==> config.mk <==
export PLATFORM = sky130hd
export DESIGN_NAME = mem_access_unit
export DESIGN_NICKNAME = d
export VERILOG_FILES = /design/src/rtl/mem_access_unit.sv
export SDC_FILE = /design/constraint.sdc
export NUM_CORES = 1
export LEC_CHECK = 0
export BUFFER_PORTS_ARGS = -buffer_cell sky130_fd_sc_hd__clkbuf_2
export CAP_MARGIN = 10
export CELL_PAD_IN_SITES_DETAIL_PLACEMENT = 0
export CELL_PAD_IN_SITES_GLOBAL_PLACEMENT = 1
export CORE_MARGIN = 1.5
export CORE_UTILIZATION = 37
export DETAILED_ROUTE_END_ITERATION = 16
export HOLD_SLACK_MARGIN = 0.05
export PLACE_DENSITY = 0.79
export SLEW_MARGIN = 0
export SYNTH_ARGS = -nofsm -noshare
export SYNTH_HDL_FRONTEND = slang
export SYNTH_SLANG_ARGS = --single-unit
==> constraint.sdc <==
create_clock -name clk -period 3.78 [get_ports clk]
set_clock_uncertainty 0.2 [all_clocks]
set_input_delay 0.378 -clock clk [delete_from_list [all_inputs] [get_ports clk]]
set_output_delay 0.378 -clock clk [all_outputs]
set_load 0.02 [all_outputs]
==> src/rtl/mem_access_unit.sv <==
// mem_access_unit: performs data-RAM loads and stores for the CPU using a
// req/ack handshake, and returns an aligned, sign- or zero-extended load
// result for writeback. busy stalls the CPU while an access is in flight.
//
// Ports:
//   clk, reset          clock; asynchronous active-high reset
//   start               one-cycle request; mem_read/mem_write select load/store
//   size                00 byte, 01 halfword, 10 word, 11 reserved (faults)
//   unsigned_ld         1 = zero-extend loads, 0 = sign-extend
//   addr, store_data    byte address and store value
//   busy, done          access in flight / one-cycle completion pulse
//   load_result         extended load data, held until the next successful load
//   misaligned, timeout fault flags, valid only with done
//   ram_*               word-aligned RAM request interface
module mem_access_unit #(
  parameter int unsigned TIMEOUT_CYCLES = 16,
  parameter int unsigned ADDR_W         = 32
) (
  input  logic              clk,
  input  logic              reset,
  input  logic              start,
  input  logic              mem_read,
  input  logic              mem_write,
  input  logic [1:0]        size,
  input  logic              unsigned_ld,
  input  logic [ADDR_W-1:0] addr,
  input  logic [31:0]       store_data,
  output logic              busy,
  output logic              done,
  output logic [31:0]       load_result,
  output logic              misaligned,
  output logic              timeout,
  output logic              ram_req,
  output logic              ram_we,
  output logic [ADDR_W-1:0] ram_addr,
  output logic [31:0]       ram_wdata,
  output logic [3:0]        ram_be,
  input  logic              ram_ack,
  input  logic [31:0]       ram_rdata
);

  localparam int unsigned        CNT_W    = $clog2(TIMEOUT_CYCLES + 1);
  localparam logic [CNT_W-1:0]   CNT_LAST = CNT_W'(TIMEOUT_CYCLES - 1);

  typedef enum logic [1:0] {IDLE, CHECK, REQ, DONE} state_t;
  state_t state, state_next;

  logic              write_q;
  logic              unsigned_q;
  logic [1:0]        size_q;
  logic [ADDR_W-1:0] addr_q;
  logic [31:0]       sdata_q;
  logic              fault_mis_q;
  logic              fault_to_q;
  logic [CNT_W-1:0]  cnt;

  logic              accept;
  logic              illegal;
  logic              expired;
  logic [3:0]        place_be;
  logic [31:0]       place_wdata;
  logic [7:0]        lane_byte;
  logic [15:0]       lane_half;
  logic [31:0]       load_ext;

  always_comb begin
    accept  = start && (mem_read ^ mem_write);
    illegal = (size_q == 2'b11) ||
              (size_q == 2'b01 && addr_q[0]) ||
              (size_q == 2'b10 && addr_q[1:0] != 2'b00);
    expired = (cnt == CNT_LAST);
  end

  // Store lane placement: data is replicated across lanes, byte enables pick
  // which lane the RAM actually writes.
  always_comb begin
    place_be    = 4'b1111;
    place_wdata = sdata_q;
    if (write_q) begin
      case (size_q)
        2'b00: begin
          place_be    = 4'b0001 << addr_q[1:0];
          place_wdata = {4{sdata_q[7:0]}};
        end
        2'b01: begin
          place_be    = addr_q[1] ? 4'b1100 : 4'b0011;
          place_wdata = {2{sdata_q[15:0]}};
        end
        default: begin
          place_be    = 4'b1111;
          place_wdata = sdata_q;
        end
      endcase
    end else begin
      place_wdata = '0;
    end
  end

  // Load extraction from the little-endian lane.
  always_comb begin
    lane_byte = ram_rdata[{addr_q[1:0], 3'b000} +: 8];
    lane_half = addr_q[1] ? ram_rdata[31:16] : ram_rdata[15:0];
    case (size_q)
      2'b00:   load_ext = unsigned_q ? {24'b0, lane_byte} : {{24{lane_byte[7]}}, lane_byte};
      2'b01:   load_ext = unsigned_q ? {16'b0, lane_half} : {{16{lane_half[15]}}, lane_half};
      default: load_ext = ram_rdata;
    endcase
  end

  always_ff @(posedge clk or posedge reset) begin
    if (reset) begin
      state       <= IDLE;
      write_q     <= 1'b0;
      unsigned_q  <= 1'b0;
      size_q      <= '0;
      addr_q      <= '0;
      sdata_q     <= '0;
      fault_mis_q <= 1'b0;
      fault_to_q  <= 1'b0;
      cnt         <= '0;
      load_result <= '0;
    end else begin
      state <= state_next;
      case (state)
        IDLE: begin
          if (accept) begin
            write_q     <= mem_write;
            unsigned_q  <= unsigned_ld;
            size_q      <= size;
            addr_q      <= addr;
            sdata_q     <= store_data;
            fault_mis_q <= 1'b0;
            fault_to_q  <= 1'b0;
          end
        end
        CHECK: begin
          cnt         <= '0;
          fault_mis_q <= illegal;
        end
        REQ: begin
          // An ack on the expiry cycle wins over the timeout.
          if (ram_ack) begin
            if (!write_q) load_result <= load_ext;
          end else if (expired) begin
            fault_to_q <= 1'b1;
          end else begin
            cnt <= cnt + CNT_W'(1);
          end
        end
        default: ;
      endcase
    end
  end

  always_comb begin
    state_next = state;
    busy       = 1'b0;
    done       = 1'b0;
    misaligned = 1'b0;
    timeout    = 1'b0;
    ram_req    = 1'b0;
    ram_we     = 1'b0;
    ram_addr   = '0;
    ram_wdata  = '0;
    ram_be     = '0;
    case (state)
      IDLE: begin
        if (accept) state_next = CHECK;
      end
      CHECK: begin
        busy       = 1'b1;
        state_next = illegal ? DONE : REQ;
      end
      REQ: begin
        busy      = 1'b1;
        ram_req   = 1'b1;
        ram_we    = write_q;
        ram_addr  = {addr_q[ADDR_W-1:2], 2'b00};
        ram_wdata = place_wdata;
        ram_be    = place_be;
        if (ram_ack || expired) state_next = DONE;
      end
      DONE: begin
        done       = 1'b1;
        misaligned = fault_mis_q;
        timeout    = fault_to_q;
        state_next = IDLE;
      end
      default: state_next = IDLE;
    endcase
  end

endmodule

==> run_results.csv, run 1 <==
group,metric,value,unit
status,outcome,"completed",
sta,fin_tns_setup,0,ps
yosys,yosysWarnings,0,
yosys,synth_compound_area_frac,0.0901,
critical_path,critPathKind,"reg2out",
global_routing,grt_first_pass_wirelength,25800,µm
sta,setup_viol,0,
clocking,cts_inserted_buffers,9,
clocking,cts_root_buf,"clkbuf_16",
routing,wl_per_cell,16.9,µm
critical_path,ff2ff_setup_slack,1050,ps
routing,ant_nets,0,
clocking,clock_latency,360,ps
global_routing,grt_max_degree,51,
clocking,cts_setup_buffers,0,
yosys,synth_fa_ha_area_frac,0.0132,
cells_and_area,diodes,0,
critical_path,crit_start,"state[0]$_DFFE_PP0P_",
yosys,yosysTopAreaCellShare,0.479,
sta,rsz0062_at_grt,"no",
die,rows,45,
cells_and_area,nets,898,
yosys,synth_seq_cells,109,
sta,min_period_over_period,0.830,
routing,dr.first_iter.drc_count,339,
routing,via_per_inst,5.20,
critical_path,endpoint_kind,"output port",
worst_hold_path,min_from,"addr[20]",
yosys,syn_inst,534,
critical_path,arrival,2560,ps
sta,slew_headroom,0.220,
sta,hold_viol,0,
yosys,synth-main-ff-cell,"dfrtp_1",
routing,wl,16600,µm
yosys,synth_mux_area_frac,0.187,
place,place.port_buffers,208,
yosys,synth_edf_count,0,
sta,tightest_slew,1170,ps
yosys,netlist_area,0.00569,mm²
die,die-area,0.0161,mm²
sta,min_period,3140,ps
critical_path,crit_buf_inv,3,
place,hpwlAfterDp,11900,µm
critical_path,r2r_start,"size_q[0]$_DFFE_PP0P_",
critical_path,cp_top_family,"buffers and inverters",
clocking,clk_path_buf_depth,2,
die,start_util,0.377,
global_routing,overflow,0,
clocking,ctsHtreeMaxLevel,3,
critical_path,cp_slowest_cell,"nand2_1",
yosys,synthXorXnorAreaFrac,0.00462,
power,p_leak,3.88,nW
yosys,yosys-top-cells-area,"dfrtp_1 48%, mux2_2 9.7%, mux2_4 5.3%",
cells_and_area,area_delta_synth_final,37.2,%
yosys,async_flop_share,1.00,
sta,fmax,319,MHz
critical_path,slowest_delay,500,ps
yosys,syn_avg_cell_area,10.7,µm²
die,core_area,0.0151,mm²
critical_path,start_kind,"flop",
global_routing,antenna_found_initial,0,
yosys,synth.distinct_cells,45,
clocking,clkSinkCount,109,
place,gp_congestion,0.806,
yosys,yosysSeqAreaShare,0.479,
cells_and_area,nFillCells,1389,
die,die_h,127,µm
power,ir_drop,0.322,mV
routing,drc_errors,0,
yosys,synth_top_family_by_area,"multiplexers",
routing,vias,5098,
die,die_x,127,µm
die,io_pins,211,
worst_hold_path,hp-class,"in2reg",
critical_path,worst-path-max-fanout,25,
clocking,clk_pin_slew,80,ps
sta,slew_viol_final,0,
critical_path,critPathRequiredTime,3200,ps
clocking,cts_tree,"built",
critical_path,cp_cell_sequence,"inv_1 -> ha_1 -> buf_4 -> nand2_1 -> a21oi_1 -> clkbuf_2",
yosys,synth_top_area_cell,"dfrtp_1",
yosys,yosys.area_share.simple,0.184,
global_routing,grt_usage,0.205,
power,power.density,780,mW/mm²
place,numPlacedInstances,898,
global_routing,first_global_vias,5097,
cells_and_area,fin_cells,980,
routing,drtPass1Iterations,4,
cells_and_area,post_route_cells_drive_above_1_share,0.395,
job,drv_cap,0,
cells in the mapped netlist (all sizes together), types with 7 or more instances:
library cell and count:
a21oi 23, a31oi 10, nand3 46, mux2i 19, and3 9, nor2b 7
nand2 41, a32o 7, nor2 49, and2 32, buf 21, a2111oi 7
a221o 7, clkbuf 21, dfrtp 109, mux2 69
final timing paths:
check,end,cells after the start
max,ram_wdata[11],6
min,addr_q[20]$_DFFE_PP0P_,2
max reg2reg,load_result[3]$_DFFE_PP0P_,4
min reg2reg,load_result[18]$_DFFE_PP0P_,2
max in group asynchronous,load_result[26]$_DFFE_PP0P_,4
min in group asynchronous,addr_q[10]$_DFFE_PP0P_,3
stage by stage:
stage	area [µm²]	worst slack [ps]	power (mW)	hold WS, ps	utilization
6_report	7810	643	6.09	64.3	0.517
5_1_grt	7810	389	6.49	50.8	0.517
4_1_cts	7780	628	6.13	51.3	0.515
3_5_place_dp	6850	1040	5.10	283	0.454
3_3_place_gp	6850	1110	5.02	279	0.454
2_1_floorplan	5700	328	4.21	262	-
cell usage in the layout (no fill, tap or decap), drive strengths merged:
master,count
a211oi,1
nor2,49
o22ai,2
mux2,69
dfrtp,109
nor3,2
nor4bb,5
nor3b,2
o21ai,6
dlygate4sd3,66
or4,1
o22a,2
inv,11
a31oi,10
nand2b,3
o21a,5
a32o,7
a21boi,1
nand3,46
buf,9
and2,32
clkinv,2
nand2,41
a21oi,23
a2111oi,7
conb,2
a221o,7
nand3b,4
and3,9
mux4,1
mux2i,19
nand4,1
or3,1
or2,2
nor2b,7
clkbuf,217
or4b,1
ha,6
o211ai,1
xor2,3
flip-flops by register name (all words and copies together), names as in the netlist:
name	flops
load_result	32
addr_q	32
write_q	1
sdata_q	32
fault_to_q	1
size_q	2
cnt	5
fault_mis_q	1
state	2
unsigned_q	1
cell families (layout without fill, tap and decap cells):
| logic type | Yosys count | in the layout |
|---|---|---|
| and+or+nand+nor | 206 | 206 |
| AOI/OAI and AO/OA | 72 | 72 |
| adders and majority gates | 6 | 6 |
| xor gates and xnor gates | 3 | 3 |
| buffers and inverters | 48 | 305 |
| muxes | 89 | 89 |
| DFF | 109 | 109 |
| other | 1 | 2 |
power breakdown:
part / total [mW] / internal, mW / switching [mW] / leakage, nW
sequential: 2.29 / 1.72 / 0.571 / 1.32
combinational: 2.83 / 1.28 / 1.56 / 2.41
clock: 0.962 / 0.474 / 0.488 / 0.149
layout make-up:
class | instances | area (µm²) | share of cell area
Multi-Input combinational cell | 378 | 2750 | 0.352
Timing Repair Buffer | 283 | 1770 | 0.227
Tap cell | 188 | 235 | 0.0301
Clock buffer | 9 | 225 | 0.0288
Inverter | 6 | 25.0 | 0.00321
Sequential cell | 109 | 2730 | 0.350
Clock inverter | 7 | 76.3 | 0.00978
what timing repair did:
action / 4_1_cts / 5_1_grt
gates resized for setup: 0 / 0
hold buffers: 63 / 3
endpoints found under the hold margin: 110 / 3
routing by layer:
| layer | vias to the layer above | routed length [µm] | track usage |
|---|---|---|---|
| li1 | 2395 | - | - |
| met4 | 0 | 277 | 0.0655 |
| met2 | 213 | 8110 | 0.349 |
| met1 | 2471 | 6930 | 0.257 |
| met3 | 19 | 1280 | 0.0523 |
| met5 | - | 0 | 0 |
No activity file was read; power rests on OpenSTA's default activity.
==> run 2: changes to the inputs <==
clock period = 3.1 ns   (was 3.78 ns; I/O delays follow)
==> run 2 against run 1 <==
Compared with the run above: sequential power grew 20%; critical path type unchanged; die area is the same; clock power is 28% higher; flip-flop and latch count did not move; highest routed layer unchanged; wire length increased by 3.4%; design area up 3.1%.
==> run_results.csv, run 2 (synthesis gave the netlist of run 1 again) <==
group,metric,value,unit
status,outcome,"completed",
die,die_x,127,µm
global_routing,first_global_vias,5250,
power,p_total,7.53,mW
global_routing,overflow,0,
die,die_h,127,µm
critical_path,arrival,2230,ps
die,rows,45,
sta,hold_viol,0,
critical_path,timing.rr.end,"cnt[3]$_DFFE_PP0P_",
critical_path,worst-path-max-fanout,21,
routing,vias,5207,
cells_and_area,nets,918,
worst_hold_path,hp-class,"in2reg",
cells_and_area,mostFrequentLayoutCells,"208 x clkbuf_2, 108 x dfrtp_1, 83 x dlygate4sd3_1",
job,drv_cap,0,
power,p_leak,3.98,nW
die,die-area,0.0161,mm²
critical_path,start_kind,"flop",
global_routing,antenna_found_initial,1,
sta,tightest_slew,726,ps
clocking,ctsHtreeMaxLevel,3,
place,place_ws,551,ps
cells_and_area,reg.largest.list,"addr_q (32), load_result (32), sdata_q (32)",
place,hpwlAfterDp,11900,µm
critical_path,crit_start,"size_q[0]$_DFFE_PP0P_",
critical_path,cp_slowest_cell,"nor2b_1",
routing,drtPass1Iterations,4,
sta,fin_tns_setup,0,ps
global_routing,gr-usage-met2,0.357,
place,place.port_buffers,208,
critical_path,critPathKind,"reg2out",
sta,slew_headroom,0.515,
critical_path,ff2ff_setup_slack,640,ps
sta,min_period,2740,ps
clocking,clock_latency,360,ps
die,start_util,0.377,
routing,drc_errors,0,
critical_path,endpoint_kind,"output port",
sta,fmax,365,MHz
critical_path,path_depth,4,
sta,min_period_over_period,0.885,
place,gp_congestion,0.854,
critical_path,r2r_start,"state[0]$_DFFE_PP0P_",
cells_and_area,final_common_cell,"clkbuf_2",
critical_path,worstRegToRegCells,7,
cells_and_area,seqCellArea,0.00273,mm²
global_routing,top_usage_layer,"met2",
clocking,cts_root_buf,"clkbuf_16",
critical_path,critPathRequiredTime,2590,ps
critical_path,slowest_delay,680,ps
critical_path,cp_cell_sequence,"nor2b_1 -> nor2_1 -> o21a_1 -> clkbuf_2",
routing,wl_per_cell,17.1,µm
die,core_area,0.0151,mm²
global_routing,grt_first_pass_wirelength,27100,µm
sta,rsz0062_at_grt,"no",
sta,fin_ws,357,ps
critical_path,cp_top_family,"simple AND/OR/NAND/NOR gates",
global_routing,met1_usage,0.266,
clocking,clk_pin_slew,70,ps
routing,ant_nets,0,
sta,setup_viol,0,
cells_and_area,post_route_cells_drive_above_1_share,0.390,
cells_and_area,area_delta_synth_final,41.4,%
clocking,cts_setup_buffers,0,
sta,slew_viol_final,0,
power,power.density,935,mW/mm²
clocking,clkSinkCount,109,
critical_path,crit_buf_inv,1,
clocking,cts_inserted_buffers,9,
cells_and_area,multiInputGateArea,0.00275,mm²
critical_path,crit_end,"ram_be[0]",
global_routing,grt_max_degree,57,
routing,wl,17200,µm
clocking,clk_path_buf_depth,2,
clocking,cts_tree,"built",
routing,dr.first_iter.drc_count,356,
global_routing,grt_usage,0.214,
global_routing,grt_util_met3,0.0477,
routing,via_per_inst,5.20,
die,io_pins,211,
cells_and_area,nFillCells,1380,
power,ir_drop,0.495,mV
run 2: worst min-delay path by stage:
| stage | from | endpoint | slack (ps) | depth (start not counted) |
|---|---|---|---|---|
| after floorplan | ram_rdata[0] | load_result[0]$_DFFE_PP0P_ | 260 | 1 |
| after global placement | reset | load_result[3]$_DFFE_PP0P_ | 150 | 2 |
| after detailed placement | reset | load_result[9]$_DFFE_PP0P_ | 160 | 2 |
| after CTS | ram_rdata[18] | load_result[18]$_DFFE_PP0P_ | 50 | 3 |
| after global routing | ram_rdata[18] | load_result[18]$_DFFE_PP0P_ | 70 | 3 |
| final | ram_rdata[18] | load_result[18]$_DFFE_PP0P_ | 70 | 3 |
run 2: layout make-up:
cell class / instances / share of cell area
Clock inverter: 5 / 0.00793
Inverter: 6 / 0.00327
Tap cell: 188 / 0.0292
Sequential cell: 109 / 0.339
Clock buffer: 11 / 0.0314
Antenna cell: 1 / 0.000311
Multi-Input combinational cell: 378 / 0.342
Timing Repair Buffer: 303 / 0.247
run 2: worst register-to-register path: cells and delay by family, from the launching register on:
kind                       cells  cell delay [ps]
DFF                            1              440
and+or+nand+nor                3              800
buffers and inverters          2              410
adders and majority gates      1              370
xor gates and xnor gates       1              170
run 2: metal layers:
metal  up-vias  part of all wire
met2       221              0.48
met3        33             0.066
met5         -                 0
met4         0             0.027
met1      2525              0.43
li1       2428                 -
run 2: through the flow:
stage	instance area (µm²)	std cells	utilization	hold WS [ps]
floorplan	5700	535	-	255
global placement	6890	901	0.457	154
detailed placement	6890	901	0.457	162
CTS	8040	1000	0.533	54.0
global route	8050	1001	0.533	65.6
finish	8050	1001	0.533	73.6
run 2: power breakdown:
| group | internal, mW | leakage (nW) | total, mW | switching, mW |
|---|---|---|---|---|
| Clock | 0.679 | 0.153 | 1.23 | 0.548 |
| Combinational | 1.59 | 2.50 | 3.56 | 1.97 |
| Sequential | 2.10 | 1.32 | 2.74 | 0.638 |
run 2: timing repair:
action / in CTS / in global routing
resized for setup: 0 / 1
hold buffers: 83 / 0
endpoints found under the hold margin: 100 / 0
endpoints found under the setup margin: 0 / 6
